File: config.mk
export PLATFORM = sky130hd
export DESIGN_NAME = alu_arbiter_flat
export DESIGN_NICKNAME = d
export VERILOG_FILES = /design/src/rtl/alu_arbiter_if.sv /design/src/rtl/alu_arbiter.sv /design/src/flat_wrapper.sv
export SDC_FILE = /design/constraint.sdc
export NUM_CORES = 1
export LEC_CHECK = 0
export BUFFER_PORTS_ARGS = -buffer_cell sky130_fd_sc_hd__buf_2
export CAP_MARGIN = 10
export CORE_MARGIN = 1
export CORE_UTILIZATION = 44
export CTS_BUF_LIST = sky130_fd_sc_hd__clkbuf_16
export DETAILED_ROUTE_END_ITERATION = 6
export GPL_TIMING_DRIVEN = 0
export PLACE_DENSITY = 0.74
export SETUP_SLACK_MARGIN = 0.3
export SLEW_MARGIN = 10
export SYNTH_ARGS = -nofsm -noshare
export SYNTH_HDL_FRONTEND = slang
export SYNTH_SLANG_ARGS = --single-unit
File: constraint.sdc
create_clock -name i_clk -period 2.51 [get_ports i_clk]
set_input_delay 0.502 -clock i_clk [delete_from_list [all_inputs] [get_ports i_clk]]
set_output_delay 0.502 -clock i_clk [all_outputs]
set_load 0.05 [all_outputs]
File: src/rtl/alu_arbiter_if.sv
// alu_arbiter_if -- bundle of requester, shared-ALU and completion signals
// for the alu_arbiter block. The slave modport is the arbiter's view; the
// master modport is the view of the logic surrounding it (requesters + ALU).
interface alu_arbiter_if #(
    parameter int M = 4
);
    // requester side
    logic         req0_valid;
    logic         req1_valid;
    logic [M-1:0] req0_a;
    logic [M-1:0] req0_b;
    logic [M-1:0] req1_a;
    logic [M-1:0] req1_b;
    logic [3:0]   req0_sel;
    logic [3:0]   req1_sel;

    // shared ALU side
    logic [M-1:0] alu_a;
    logic [M-1:0] alu_b;
    logic [3:0]   alu_sel;
    logic [M-1:0] alu_result;
    logic [3:0]   alu_flags;

    // completion / status
    logic         ack0;
    logic         ack1;
    logic [M-1:0] res_out;
    logic [3:0]   res_flags;
    logic         err;
    logic         busy;
    logic [7:0]   op_count;

    modport slave (
        input  req0_valid, req1_valid, req0_a, req0_b, req1_a, req1_b,
               req0_sel, req1_sel, alu_result, alu_flags,
        output alu_a, alu_b, alu_sel, ack0, ack1, res_out, res_flags,
               err, busy, op_count
    );

    modport master (
        output req0_valid, req1_valid, req0_a, req0_b, req1_a, req1_b,
               req0_sel, req1_sel, alu_result, alu_flags,
        input  alu_a, alu_b, alu_sel, ack0, ack1, res_out, res_flags,
               err, busy, op_count
    );
endinterface

File: src/rtl/alu_arbiter.sv
// alu_arbiter -- arbitrates two requesters onto one shared combinational ALU.
// Flow: requests are registered at edge k, the winner is latched into the ALU
// operand registers at edge k+1 (IDLE->EXEC), the ALU result is captured at
// edge k+2 (EXEC->DONE) and the ack is high for the following cycle (DONE).
// Optional build macro: ALU_ARB_FIXED_PRIO_EN -- when defined, ties always go
// to requester 0 and the round-robin pointer is not built.
module alu_arbiter #(
    parameter int M = 4
) (
    input  logic          i_clk,
    input  logic          i_rst,
    alu_arbiter_if.slave  io_bus
);

    typedef enum logic [1:0] {
        ST_IDLE = 2'd0,
        ST_EXEC = 2'd1,
        ST_DONE = 2'd2
    } state_t;

    // Opcodes 0..9 are implemented by the ALU; 10..15 are rejected.
    function automatic logic f_sel_legal(input logic [3:0] sel);
        return (sel <= 4'd9);
    endfunction

    state_t       r_state;
    state_t       w_state_nxt;

    // registered copies of the requester inputs
    logic         r_v0;
    logic         r_v1;
    logic [M-1:0] r_a0;
    logic [M-1:0] r_b0;
    logic [M-1:0] r_a1;
    logic [M-1:0] r_b1;
    logic [3:0]   r_s0;
    logic [3:0]   r_s1;

    // grant bookkeeping
    logic         w_any;
    logic         w_gnt;
    logic         r_gnt;
    logic         r_illegal;
`ifndef ALU_ARB_FIXED_PRIO_EN
    logic         r_last;
`endif

    // winner's operands
    logic [M-1:0] w_win_a;
    logic [M-1:0] w_win_b;
    logic [3:0]   w_win_sel;

    // registered outputs and their next values
    logic [M-1:0] r_alu_a,    w_alu_a_nxt;
    logic [M-1:0] r_alu_b,    w_alu_b_nxt;
    logic [3:0]   r_alu_sel,  w_alu_sel_nxt;
    logic [M-1:0] r_res,      w_res_nxt;
    logic [3:0]   r_flags,    w_flags_nxt;
    logic         r_ack0,     w_ack0_nxt;
    logic         r_ack1,     w_ack1_nxt;
    logic         r_err,      w_err_nxt;
    logic         r_busy,     w_busy_nxt;
    logic [7:0]   r_cnt,      w_cnt_nxt;
    logic         w_gnt_nxt;
    logic         w_illegal_nxt;

    // Register requester inputs. The edge that leaves DONE is exactly the edge
    // at which the granted requester reacts to its ack, so the valids sampled
    // there are stale and are dropped; held requests reappear one edge later.
    always_ff @(posedge i_clk or posedge i_rst) begin
        if (i_rst) begin
            r_v0 <= 1'b0;
            r_v1 <= 1'b0;
            r_a0 <= {M{1'b0}};
            r_b0 <= {M{1'b0}};
            r_a1 <= {M{1'b0}};
            r_b1 <= {M{1'b0}};
            r_s0 <= 4'd0;
            r_s1 <= 4'd0;
        end else begin
            r_v0 <= io_bus.req0_valid && (r_state != ST_DONE);
            r_v1 <= io_bus.req1_valid && (r_state != ST_DONE);
            r_a0 <= io_bus.req0_a;
            r_b0 <= io_bus.req0_b;
            r_a1 <= io_bus.req1_a;
            r_b1 <= io_bus.req1_b;
            r_s0 <= io_bus.req0_sel;
            r_s1 <= io_bus.req1_sel;
        end
    end

    // FSM state register.
    always_ff @(posedge i_clk or posedge i_rst) begin
        if (i_rst) begin
            r_state <= ST_IDLE;
        end else begin
            r_state <= w_state_nxt;
        end
    end

    // FSM next-state logic: IDLE waits for a request, EXEC and DONE last one cycle.
    always_comb begin
        w_state_nxt = r_state;
        case (r_state)
            ST_IDLE: begin
                if (w_any) begin
                    w_state_nxt = ST_EXEC;
                end else begin
                    w_state_nxt = ST_IDLE;
                end
            end
            ST_EXEC: w_state_nxt = ST_DONE;
            ST_DONE: w_state_nxt = ST_IDLE;
            default: w_state_nxt = ST_IDLE;
        endcase
    end

    // Pick the winner among registered requests (0 = requester 0, 1 = requester 1).
    always_comb begin
        w_any = r_v0 | r_v1;
`ifdef ALU_ARB_FIXED_PRIO_EN
        if (r_v0) begin
            w_gnt = 1'b0;
        end else begin
            w_gnt = r_v1;
        end
`else
        if (r_v0 && r_v1) begin
            w_gnt = ~r_last;
        end else if (r_v0) begin
            w_gnt = 1'b0;
        end else begin
            w_gnt = r_v1;
        end
`endif
        if (w_gnt) begin
            w_win_a   = r_a1;
            w_win_b   = r_b1;
            w_win_sel = r_s1;
        end else begin
            w_win_a   = r_a0;
            w_win_b   = r_b0;
            w_win_sel = r_s0;
        end
    end

`ifndef ALU_ARB_FIXED_PRIO_EN
    // Round-robin pointer: remembers the last granted requester, starts at 1.
    always_ff @(posedge i_clk or posedge i_rst) begin
        if (i_rst) begin
            r_last <= 1'b1;
        end else if ((r_state == ST_IDLE) && w_any) begin
            r_last <= w_gnt;
        end else begin
            r_last <= r_last;
        end
    end
`endif

    // FSM output logic: next values for every registered output.
    always_comb begin
        w_alu_a_nxt   = r_alu_a;
        w_alu_b_nxt   = r_alu_b;
        w_alu_sel_nxt = r_alu_sel;
        w_res_nxt     = r_res;
        w_flags_nxt   = r_flags;
        w_ack0_nxt    = 1'b0;
        w_ack1_nxt    = 1'b0;
        w_err_nxt     = 1'b0;
        w_busy_nxt    = (w_state_nxt != ST_IDLE);
        w_cnt_nxt     = r_cnt;
        w_gnt_nxt     = r_gnt;
        w_illegal_nxt = r_illegal;
        case (r_state)
            ST_IDLE: begin
                if (w_any) begin
                    w_gnt_nxt     = w_gnt;
                    w_alu_a_nxt   = w_win_a;
                    w_alu_b_nxt   = w_win_b;
                    w_illegal_nxt = ~f_sel_legal(w_win_sel);
                    if (f_sel_legal(w_win_sel)) begin
                        w_alu_sel_nxt = w_win_sel;
                    end else begin
                        w_alu_sel_nxt = 4'd0;
                    end
                end else begin
                    w_gnt_nxt = r_gnt;
                end
            end
            ST_EXEC: begin
                if (r_illegal) begin
                    w_res_nxt   = {M{1'b0}};
                    w_flags_nxt = 4'd0;
                end else begin
                    w_res_nxt   = io_bus.alu_result;
                    w_flags_nxt = io_bus.alu_flags;
                end
                w_ack0_nxt = ~r_gnt;
                w_ack1_nxt = r_gnt;
                w_err_nxt  = r_illegal;
            end
            ST_DONE: begin
                if (r_illegal) begin
                    w_cnt_nxt = r_cnt;
                end else begin
                    w_cnt_nxt = r_cnt + 8'd1;
                end
            end
            default: begin
                w_cnt_nxt = r_cnt;
            end
        endcase
    end

    // Output and grant-context registers.
    always_ff @(posedge i_clk or posedge i_rst) begin
        if (i_rst) begin
            r_alu_a   <= {M{1'b0}};
            r_alu_b   <= {M{1'b0}};
            r_alu_sel <= 4'd0;
            r_res     <= {M{1'b0}};
            r_flags   <= 4'd0;
            r_ack0    <= 1'b0;
            r_ack1    <= 1'b0;
            r_err     <= 1'b0;
            r_busy    <= 1'b0;
            r_cnt     <= 8'd0;
            r_gnt     <= 1'b0;
            r_illegal <= 1'b0;
        end else begin
            r_alu_a   <= w_alu_a_nxt;
            r_alu_b   <= w_alu_b_nxt;
            r_alu_sel <= w_alu_sel_nxt;
            r_res     <= w_res_nxt;
            r_flags   <= w_flags_nxt;
            r_ack0    <= w_ack0_nxt;
            r_ack1    <= w_ack1_nxt;
            r_err     <= w_err_nxt;
            r_busy    <= w_busy_nxt;
            r_cnt     <= w_cnt_nxt;
            r_gnt     <= w_gnt_nxt;
            r_illegal <= w_illegal_nxt;
        end
    end

    assign io_bus.alu_a     = r_alu_a;
    assign io_bus.alu_b     = r_alu_b;
    assign io_bus.alu_sel   = r_alu_sel;
    assign io_bus.res_out   = r_res;
    assign io_bus.res_flags = r_flags;
    assign io_bus.ack0      = r_ack0;
    assign io_bus.ack1      = r_ack1;
    assign io_bus.err       = r_err;
    assign io_bus.busy      = r_busy;
    assign io_bus.op_count  = r_cnt;

endmodule

File: src/flat_wrapper.sv
// flat-port wrapper written by rule: the top's interface ports become plain ports
module alu_arbiter_flat 
#(
    parameter int M = 4
)
  (i_clk, i_rst, io_bus_req0_valid, io_bus_req1_valid, io_bus_req0_a, io_bus_req0_b, io_bus_req1_a, io_bus_req1_b, io_bus_req0_sel, io_bus_req1_sel, io_bus_alu_result, io_bus_alu_flags, io_bus_alu_a, io_bus_alu_b, io_bus_alu_sel, io_bus_ack0, io_bus_ack1, io_bus_res_out, io_bus_res_flags, io_bus_err, io_bus_busy, io_bus_op_count);
  alu_arbiter_if #(.M(M)) io_bus_i ();
  input  logic i_clk;
  input  logic i_rst;
  input wire logic [$bits(io_bus_i.req0_valid)-1:0] io_bus_req0_valid;
  input wire logic [$bits(io_bus_i.req1_valid)-1:0] io_bus_req1_valid;
  input wire logic [$bits(io_bus_i.req0_a)-1:0] io_bus_req0_a;
  input wire logic [$bits(io_bus_i.req0_b)-1:0] io_bus_req0_b;
  input wire logic [$bits(io_bus_i.req1_a)-1:0] io_bus_req1_a;
  input wire logic [$bits(io_bus_i.req1_b)-1:0] io_bus_req1_b;
  input wire logic [$bits(io_bus_i.req0_sel)-1:0] io_bus_req0_sel;
  input wire logic [$bits(io_bus_i.req1_sel)-1:0] io_bus_req1_sel;
  input wire logic [$bits(io_bus_i.alu_result)-1:0] io_bus_alu_result;
  input wire logic [$bits(io_bus_i.alu_flags)-1:0] io_bus_alu_flags;
  output wire logic [$bits(io_bus_i.alu_a)-1:0] io_bus_alu_a;
  output wire logic [$bits(io_bus_i.alu_b)-1:0] io_bus_alu_b;
  output wire logic [$bits(io_bus_i.alu_sel)-1:0] io_bus_alu_sel;
  output wire logic [$bits(io_bus_i.ack0)-1:0] io_bus_ack0;
  output wire logic [$bits(io_bus_i.ack1)-1:0] io_bus_ack1;
  output wire logic [$bits(io_bus_i.res_out)-1:0] io_bus_res_out;
  output wire logic [$bits(io_bus_i.res_flags)-1:0] io_bus_res_flags;
  output wire logic [$bits(io_bus_i.err)-1:0] io_bus_err;
  output wire logic [$bits(io_bus_i.busy)-1:0] io_bus_busy;
  output wire logic [$bits(io_bus_i.op_count)-1:0] io_bus_op_count;
  assign io_bus_i.req0_valid = io_bus_req0_valid;
  assign io_bus_i.req1_valid = io_bus_req1_valid;
  assign io_bus_i.req0_a = io_bus_req0_a;
  assign io_bus_i.req0_b = io_bus_req0_b;
  assign io_bus_i.req1_a = io_bus_req1_a;
  assign io_bus_i.req1_b = io_bus_req1_b;
  assign io_bus_i.req0_sel = io_bus_req0_sel;
  assign io_bus_i.req1_sel = io_bus_req1_sel;
  assign io_bus_i.alu_result = io_bus_alu_result;
  assign io_bus_i.alu_flags = io_bus_alu_flags;
  assign io_bus_alu_a = io_bus_i.alu_a;
  assign io_bus_alu_b = io_bus_i.alu_b;
  assign io_bus_alu_sel = io_bus_i.alu_sel;
  assign io_bus_ack0 = io_bus_i.ack0;
  assign io_bus_ack1 = io_bus_i.ack1;
  assign io_bus_res_out = io_bus_i.res_out;
  assign io_bus_res_flags = io_bus_i.res_flags;
  assign io_bus_err = io_bus_i.err;
  assign io_bus_busy = io_bus_i.busy;
  assign io_bus_op_count = io_bus_i.op_count;
  alu_arbiter #(.M(M)) u_core (.i_clk(i_clk), .i_rst(i_rst), .io_bus(io_bus_i));
endmodule
==> impl_metrics.py <==
metrics = {
    "outcome": {
        "status": "finished, final reports clean",
    },
    "timing": {
        "relSlewSlack": 0.612,
        "worst_pin_slew_ps": 580,
        "slew_viol_final": 0,
        "tns_ps": 0,
        "fin_skew_ps": 4.39,
        "setup_violations": 0,
        "period_minus_slack_ps": 1630,
        "rsz0062_at_grt": "no",
        "report.final.hold_viol_count": 0,
        "timing.fmax_mhz": 614,
        "finalCritPeriodShare": 0.649,
    },
    "synthesis": {
        "synth_area_leaders": "dfrtp_1 (66%), mux2_2 (8.2%), mux2_4 (3.2%)",
        "yosysTopAreaCell": "dfrtp_1",
        "synthSimpleGateAreaFrac": 0.0974,
        "synthAdderAreaFrac": 0.00535,
        "synth_top_area_share": 0.664,
        "synth_cells": 167,
        "synth_top_family_by_area": "multiplexers",
        "synth_xor_area_frac": 0.0262,
        "ys_seq_area_frac": 0.675,
        "synth_area_sq_um": 2340,
        "muxShareOfSynthArea": 0.127,
        "synth_warnings": 0,
        "syn_area_per_cell_sq_um": 14.0,
        "synth-compound-area-share": 0.0493,
        "ys_ff_latch": 63,
        "ys_types": 33,
        "synthesis.nets": 204,
    },
    "cts": {
        "cts_buffers": 9,
        "cts_setup_buffers": 0,
        "clkSinkCount": 63,
        "cts_hold_buf": 0,
        "cts.reportedPaths.clkPinSlew_ps": 50,
        "clock-root-buffer": "clkbuf_16",
        "h-tree-depth": 3,
        "cts_tree": "yes",
        "cts_resized": 0,
        "insertion_delay_ps": 320,
        "clock_path_buffers": 2,
    },
    "critical_path": {
        "cp.required_ps": 2710,
        "crit_type": "reg2reg",
        "startpoint": "u_core.r_v0",
        "setup.worst_path.end_class": "flip-flop",
        "rr_startpoint": "u_core.r_v0",
        "startpoint_type": "flip-flop",
        "cp_max_fo": 10,
        "cp_data_arrival_time_ps": 1830,
    },
    "floorplan": {
        "ios": 68,
        "rows": 26,
        "die_area_sq_um": 5610,
        "core_sq_um": 5110,
        "die_w_um": 74.9,
        "initial_core_util": 0.458,
        "die_height_um": 74.9,
    },
    "power": {
        "clkPwrFrac": 0.265,
        "power_leakage_uw": 0.00153,
        "p_sw_uw": 1760,
        "p_comb_frac": 0.391,
        "p_total_uw": 4330,
        "vdd_ir_drop_max_mv": 0.725,
        "seqPwrFrac": 0.344,
        "powerDensity_nw_per_um2": 1410,
        "p_sw_frac": 0.406,
        "p_int_uw": 2570,
    },
    "placement": {
        "place_congestion": 0.748,
        "dpl-instance-area_sq_um": 2780,
        "hpwl_mm": 2.74,
        "port_buffers": 67,
    },
    "drt": {
        "viasPerCell": 4.70,
        "dr.pass1.iters": 4,
        "post_drt_wl_per_cell_um": 12.5,
        "wirelength_mm": 4.02,
        "drtAntennaViolNets": 0,
        "vias": 1510,
        "drt_iter0_markers": 36,
        "drc": 0,
    },
    "worst_hold_path": {
        "hp-class": "in2async",
    },
    "global_route": {
        "grt_antenna_before_repair": 0,
        "grt_max_degree": 38,
        "grt_overflow": 0,
        "grt_pass1_vias": 1452,
        "grt_pass1_wl_mm": 6.30,
        "grtUsageTotal": 0.161,
    },
    "final_layout": {
        "areaGrowthSynthToFinish_pct": 31.0,
        "antenna_cells": 0,
        "finalInstanceArea_sq_um": 3060,
        "mostFrequentLayoutCells": "buf_2 (68), dfrtp_1 (62), nand2_1 (20), mux2_2 (17), o21ai_0 (10)",
        "drive_above_1_share": 0.434,
        "final_nets": 283,
        "final_common_cell": "buf_2",
    },
    "job": {
        "maxCapViolations": 0,
    },
}
==> final cells by class <==
| class | instances | area [sq um] |
|---|---|---|
| fillers | 434 | 2040 |
| flip-flops and latches | 63 | 1580 |
| multi-input cells | 94 | 713 |
| repair buffers | 68 | 355 |
| clock buffers | 9 | 225 |
| well taps | 70 | 87.6 |
| clock inverters | 7 | 57.6 |
| plain buffers | 4 | 23.8 |
| inverters | 6 | 22.5 |
==> cell families after synthesis <==
kind of cell / count (synthesis)
xor+xnor: 7
compound gates: 17
mux: 25
fa+ha+maj: 1
simple gates: 44
buf+inv: 10
flops: 63
==> sequential cells by signal (all words and copies together), names as in the netlist, 2 cells and up <==
name / cells
u_core.io_bus.op_count: 8
u_core.io_bus.res_out: 4
u_core.io_bus.alu_sel: 4
u_core.r_b1: 4
u_core.io_bus.res_flags: 4
u_core.r_a0: 4
u_core.io_bus.alu_a: 4
u_core.r_state: 2
u_core.r_a1: 4
u_core.r_b0: 4
u_core.io_bus.alu_b: 4
u_core.r_s0: 4
u_core.r_s1: 4
==> metal layers <==
metal	track usage	share of wire
met1	0.171	0.41
met2	0.274	0.51
met3	0.0710	0.062
met4	0.0818	0.017
met5	0	0
==> worst max-delay path, stage by stage (launching register included) <==
cell      delay, ps
dfrtp_1         440
a21boi_4        290
buf_6           210
mux2_4          310
mux2_2          260
==> power by group through the flow <==
| stage | registers (uW) | logic, uW | clock network (uW) |
|---|---|---|---|
| final | 1490 | 1690 | 1150 |
| after floorplan | 2210 | 603 | 0 |
| after global placement | 1490 | 1680 | 0 |
| after CTS | 1500 | 1720 | 1180 |
| after global routing | 1530 | 1810 | 1220 |
| after detailed placement | 1510 | 1710 | 0 |
==> cells in the mapped netlist <==
cell and number:
nand3b_1 1, o2bb2ai_1 1, nand2b_1 7, a21oi_1 1, nor2_1 2, xnor2_1 3, buf_2 1, dfrtp_1 62
nor4_1 3, clkbuf_1 2, a31oi_1 1, a32oi_1 1, nor2_2 1, mux2i_1 3, or3_1 1, nor4bb_1 1
o21ai_2 1, inv_1 5, clkinv_1 1, and2_1 3, dfstp_2 1, xor2_1 4, mux2_4 5, a21boi_4 1
nand3_1 1, buf_6 1, ha_1 1, nor3b_1 3, nand4_1 1, a22o_1 1, mux2_2 17, o21ai_0 10
nand2_1 20
==> path summary, 6_finish.rpt <==
check	to	slack, ps	depth (start not counted)
max in group asynchronous	u_core.r_last	1620	3
worst max-delay path	u_core.io_bus.alu_a[1]	880	4
worst max register to register	u_core.io_bus.alu_a[1]	880	4
min in group i_clk	u_core.r_b0[2]	290	1
worst min register to register	u_core.io_bus.op_count[7]	460	1
worst min-delay path	u_core.io_bus.alu_a[0]	240	2
==> stage by stage <==
stage	util	std cells	hold WS (ps)	setup WS (ps)
floorplan	-	167	418	440
global placement	0.540	304	448	-209
detailed placement	0.544	305	457	861
CTS	0.600	321	255	857
global route	0.600	321	271	803
finish	0.600	321	241	882
(Power assumes the default switching activity.)
